--- src/rtl/cpu_pipe_pkg.sv ---
// Shared pipeline definitions: reset PC, stage payload widths,
// EX/MEM field offsets and the skid-stage state encoding.
package cpu_pipe_pkg;

  localparam logic [31:0] PC_RST = 32'h8000_0000;

  localparam int IF_ID_W  = 64;
  localparam int ID_EX_W  = 152;
  localparam int EX_MEM_W = 120;
  localparam int MEM_WB_W = 109;

  localparam int EXM_RS_LO  = 0;
  localparam int EXM_RS_W   = 15;
  localparam int EXM_ALU_LO = 15;
  localparam int EXM_CAL_LO = 47;
  localparam int EXM_CTL_LO = 48;
  localparam int EXM_INS_LO = 56;
  localparam int EXM_PC_LO  = 88;

  typedef struct packed {
    logic [31:0] pc;
    logic [31:0] inst;
    logic [7:0]  ctrl;
    logic        cal_sel;
    logic [31:0] alu_res;
    logic [14:0] rs;
  } ex_mem_t;

  typedef enum logic [1:0] {
    ST_EMPTY = 2'b00,
    ST_ONE   = 2'b10,
    ST_FULL  = 2'b11
  } skid_st_e;

  function automatic logic [EX_MEM_W-1:0] ex_mem_rst();
    ex_mem_t b;
    b    = '0;
    b.pc = PC_RST;
    return b;
  endfunction

endpackage

--- src/rtl/pipe_sat_counter.sv ---
// Saturating event counter; holds at all-ones.
// Cleared only by the asynchronous active-low reset.
module pipe_sat_counter
  import cpu_pipe_pkg::*;
#(
  parameter int CNT_W = 32
) (
  input  logic             clk,
  input  logic             rst,
  input  logic             inc,
  output logic [CNT_W-1:0] cnt
);

  // count qualifying cycles, stop at all-ones
  always_ff @(posedge clk or negedge rst) begin
    if (!rst) begin
      cnt <= '0;
    end else if (inc && (cnt != '1)) begin
      cnt <= cnt + 1'b1;
    end
  end

endmodule

--- src/rtl/pipe_stage_skid.sv ---
// Registered valid/ready pipeline stage with one-entry skid.
// Optional perf counters: define PIPE_STAGE_PERF_EN.
module pipe_stage_skid
  import cpu_pipe_pkg::*;
#(
  parameter int                DATA_W   = EX_MEM_W,
  parameter logic [DATA_W-1:0] RST_DATA = '0,
  parameter int                CNT_W    = 32
) (
  input  logic              clk,
  input  logic              rst,
  input  logic              flush,
  input  logic              in_valid,
  output logic              in_ready,
  input  logic [DATA_W-1:0] in_data,
  output logic              out_valid,
  input  logic              out_ready,
  output logic [DATA_W-1:0] out_data
`ifdef PIPE_STAGE_PERF_EN
  ,
  output logic [CNT_W-1:0]  stall_cnt,
  output logic [CNT_W-1:0]  bubble_cnt
`endif
);

  skid_st_e          st_q;
  skid_st_e          st_d;
  logic              skid_valid;
  logic [DATA_W-1:0] skid_data;
  logic              accept;
  logic              deliver;
  logic              ld_main;
  logic              ld_skid;
  logic              ld_shift;

  assign accept     = in_valid & in_ready;
  assign deliver    = out_valid & out_ready;
  assign out_valid  = st_q[1];
  assign skid_valid = st_q[0];

  // state and ready flag; ready mirrors next skid emptiness
  always_ff @(posedge clk or negedge rst) begin
    if (!rst) begin
      st_q     <= ST_EMPTY;
      in_ready <= 1'b1;
    end else begin
      st_q     <= st_d;
      in_ready <= ~st_d[0];
    end
  end

  // next state and data-load strobes; flush overrides all
  always_comb begin
    st_d     = st_q;
    ld_main  = 1'b0;
    ld_skid  = 1'b0;
    ld_shift = 1'b0;
    if (flush) begin
      st_d = ST_EMPTY;
    end else begin
      case (st_q)
        ST_EMPTY: begin
          if (accept) begin
            ld_main = 1'b1;
            st_d    = ST_ONE;
          end
        end
        ST_ONE: begin
          unique case (1'b1)
            accept & deliver: ld_main = 1'b1;
            accept & ~deliver: begin
              ld_skid = 1'b1;
              st_d    = ST_FULL;
            end
            ~accept & deliver: st_d = ST_EMPTY;
            default: ;
          endcase
        end
        ST_FULL: begin
          if (deliver) begin
            ld_shift = 1'b1;
            st_d     = ST_ONE;
          end
        end
        default: st_d = ST_EMPTY;
      endcase
    end
  end

  // payload registers load only on listed transitions
  always_ff @(posedge clk or negedge rst) begin
    if (!rst) begin
      out_data  <= RST_DATA;
      skid_data <= RST_DATA;
    end else begin
      if (ld_main) begin
        out_data <= in_data;
      end else if (ld_shift) begin
        out_data <= skid_data;
      end
      if (ld_skid) begin
        skid_data <= in_data;
      end
    end
  end

`ifdef PIPE_STAGE_PERF_EN
  pipe_sat_counter #(.CNT_W(CNT_W)) u_stall (
    .clk (clk),
    .rst (rst),
    .inc (out_valid & ~out_ready),
    .cnt (stall_cnt)
  );

  pipe_sat_counter #(.CNT_W(CNT_W)) u_bubble (
    .clk (clk),
    .rst (rst),
    .inc (~out_valid & out_ready),
    .cnt (bubble_cnt)
  );
`else
  logic [CNT_W-1:0] perf_unused;
  assign perf_unused = '0;
`endif

endmodule

--- config.mk ---
export PLATFORM = sky130hd
export DESIGN_NAME = pipe_stage_skid
export DESIGN_NICKNAME = d
export VERILOG_FILES = /design/src/rtl/cpu_pipe_pkg.sv /design/src/rtl/pipe_sat_counter.sv /design/src/rtl/pipe_stage_skid.sv
export SDC_FILE = /design/constraint.sdc
export NUM_CORES = 1
export LEC_CHECK = 0
export CAP_MARGIN = 20
export CORE_ASPECT_RATIO = 0.6
export CORE_MARGIN = 2
export CORE_UTILIZATION = 40
export DETAILED_ROUTE_END_ITERATION = 16
export PLACE_DENSITY = 0.67
export SLEW_MARGIN = 20
export SYNTH_ARGS = -nofsm -noshare
export SYNTH_HDL_FRONTEND = slang
export SYNTH_SLANG_ARGS = --single-unit
--- constraint.sdc ---
create_clock -name clk -period 4.4 [get_ports clk]
set_input_delay 0.44 -clock clk [delete_from_list [all_inputs] [get_ports clk]]
set_output_delay 0.44 -clock clk [all_outputs]
set_load 0.005 [all_outputs]
==> results.md <==
| Parameter | Value |
|:---|:---|
| Vias per cell | 5.303 |
| Buffer count from post-CTS setup fixing | 0 |
| Cells along the critical path | and4bb_4 > nand3_4 > buf_12 > mux2_4 |
| Number of synthesized register bits | 243 |
| Total of hold buffers inserted after clock tree synthesis | 0 |
| Placed wire-length estimate | 15,570 um |
| Run status | finished clean |
| Root Driver | clkbuf_16 |
| # DRC | 0 |
| Most frequent cell after synthesis | dfrtp_1 |
| First-pass detailed-route iteration total | 4 |
| Slew Viols, Final | 0 |
| Antenna violations before repair | 1 |
| Count of unique library cells instantiated by Yosys | 21 |
| Total length of routed wires | 25,140 um |
| Maximum clock frequency | 441.6 MHz |
| Area growth, synth to finish | 33.65% |
| Peak VDD IR | 235.6 uV |
| Clock transition at the register clock pins on the worst setup and hold paths after CTS | 60 ps |
| First-pass GRT wire length | 40,130 um |
| Number of max-capacitance violations reported | 0 |
| Total Nets Final | 1,026 |
| Core outline area | 25,220 um^2 |
| Worst Path Class, Setup | flip-flop to flip-flop |
| Number of enable-type register cells in the synthesized netlist | 0 |
| Num ports | 247 |
| Nature of the critical path endpoint | flip-flop |
| Total number of vias | 6,607 |
| Final Hold Violating Endpoints | 0 |
| Effective utilization at floorplan | 40.65% |
| Share of synthesized registers carrying an async set or reset | 100.0% |
| Count of final setup violators | 0 |
| Final-layout fill cell count | 2,079 |
| Number of global-route vias before repair | 7,041 |
| Number of standard cells after synthesis | 667 |
| Floorplan die width | 210.7 um |
| Routed wirelength normalized by instance count | 20.18 um |
| Mean area per synthesized cell | 15.37 um^2 |
| Routability-driven placement congestion ratio | 0.7201 |
| Synthesized Nets | 792 |
| Post-synthesis instance area | 10,250 um^2 |
| Grt total ovfl | 0 |
| Largest stage delay on the critical path | 560 ps |
| Maximum count of clock buffers along a single path | 3 |
| Largest fanout on the critical path | 45 |
| Leakage | 6.274 nW |
| Cell with the largest stage delay on the worst path | dfstp_2 |
| Count of buffers from port buffering | 246 |
| Number of synthesis warnings | 0 |
| Synth Flop Type | dfrtp_1 |
| Clock latency of the later-clocked register in the worst-skew pair | 510 ps |
| Number of H-tree levels | 1 |
| Largest net degree at the start of global routing | 119 |
| Critical Path AT | 2660 ps |
| Sinks on the clock net | 243 |
| TritonCTS clock tree | built |
| Sequential cell area fraction in the yosys report | 59.31% |
| Most used standard cells in the synthesized netlist | dfrtp_1, a221o_1, and2_1 |
| Post_cts resized | 0 |
| Worst setup skew after layout | 6.493 ps |
| Synth area leaders | dfrtp_1, mux2_4, a221o_1 |
| DR iter-0 viols | 493 |
| Setup TNS | 0 ps |
| Residual antenna-violating net count after detailed routing | 0 |
| Nature of the critical path startpoint | flip-flop |
| Total power divided by cell area | 462.9 nW/um^2 |
| Endpoint required time on the critical path | 4790 ps |
| Fraction of final layout cells sized beyond drive strength 1 | 19.76% |
| RSZ-0062 raised after global routing | no |
| Worst rel slew slack | 40.09% |
| Power Total | 0.006344 W |
| Overall global routing resource usage | 18.72% |
| Die H | 128.0 um |
| Final worst path period need | 2265 ps |
| Type of the most critical hold path | input pin to asynchronous set/reset pin |
| Cell type contributing the most total cell area after synthesis | dfrtp_1 |
| Share of the synthesized area in the top cell type | 59.05% |
| Die area | 26,980 um^2 |
| TritonCTS buffer count | 24 |
| Transition time at the pin with the least slew margin | 898.6 ps |
| Site row count | 45 |
| Final period util | 51.47% |
-- where the power goes --
part,switching [W],total [W],internal (W)
combinational,0.000382,0.00130,0.000920
clock,0.000850,0.00207,0.00122
sequential,0.000260,0.00298,0.00271
total,0.00149,0.00634,0.00485
-- logic make-up after synthesis --
logic type / count (synthesis) / share of synthesized area (%)
mux: 124 / 17.28
compound gates: 122 / 11.82
simple gates: 125 / 7.833
buf+inv: 53 / 3.758
flops: 243 / 59.31
-- worst max-delay path: cells and delay by family, from the launching register on --
kind | cells | cell delay, ps
buffers and inverters | 1 | 400
flip-flops | 1 | 560
multiplexers | 1 | 360
AND/OR/NAND/NOR | 2 | 740
-- path summary, 6_finish.rpt --
| kind | start | slack, ps | cells after the start | endpoint |
|---|---|---|---|---|
| worst min register to register | skid_data[14] | 500 | 1 | skid_data[14] |
| worst min-delay path | rst | 10 | 1 | skid_data[61] |
| min in group clk | skid_data[14] | 500 | 1 | skid_data[14] |
| worst max register to register | in_ready | 2140 | 4 | skid_data[89] |
| max in group asynchronous | rst | 3300 | 2 | in_ready |
| worst max-delay path | in_ready | 2140 | 4 | skid_data[89] |
-- area by class of cell --
class                      instances  area (um^2)  share of cell area [%]
antenna                            1        2.502                 0.01826
clock buffer                      33        695.7                   5.076
clock inverter                     8        92.59                  0.6756
inverter                           2        7.507                 0.05477
multi-input combinational        371         3799                   27.72
sequential                       243         6082                   44.38
tap                              329        411.6                   3.003
timing repair buffer             259         2615                   19.08
-- state kept, by name (all words and copies together), names as in the netlist --
| register | count |
|---|---|
| st_q | 2 |
| in_ready | 1 |
| out_data | 120 |
| skid_data | 120 |
-- routing by layer --
| layer | up-vias | part of all wire, % | global-route usage [%] | wire length (um) |
|---|---|---|---|---|
| met4 | 2 | 1.6 | 3.563 | 400 |
| met2 | 198 | 40 | 25.80 | 10030 |
| met3 | 35 | 8.7 | 6.908 | 2196 |
| met1 | 3413 | 50 | 28.11 | 12500 |
| met5 | - | 0.036 | 0 | 9 |
| li1 | 2959 | - | - | - |
-- cell usage in the layout (no fill, tap or decap), types with 2 or more instances in the layout --
master	synthesis	layout
a21oi_1	2	2
a221o_1	118	118
and2_1	118	118
buf_12	0	4
buf_4	1	9
bufinv_16	0	2
clkbuf_1	19	4
clkbuf_16	0	25
clkbuf_8	0	4
clkdlybuf4s50_1	0	245
clkinv_2	0	5
dfrtp_1	242	242
inv_1	2	2
mux2_2	24	24
mux2_4	100	100
-- per-stage QoR --
| step | util [%] | hold slack, ps | setup slack (ps) | cells | instance area, um^2 |
|---|---|---|---|---|---|
| 3_5_place_dp | 51.20 | 483.0 | 1689 | 1204 | 12910 |
| 3_3_place_gp | 51.20 | 478.1 | 1739 | 1204 | 12910 |
| 2_1_floorplan | - | 144.4 | 2753 | 667 | 10250 |
| 6_report | 54.34 | 10.87 | 2135 | 1246 | 13710 |
| 4_1_cts | 54.33 | 39.30 | 2151 | 1245 | 13700 |
| 5_1_grt | 54.33 | 55.60 | 2071 | 1245 | 13700 |
Power figures use the tool's default switching activity.
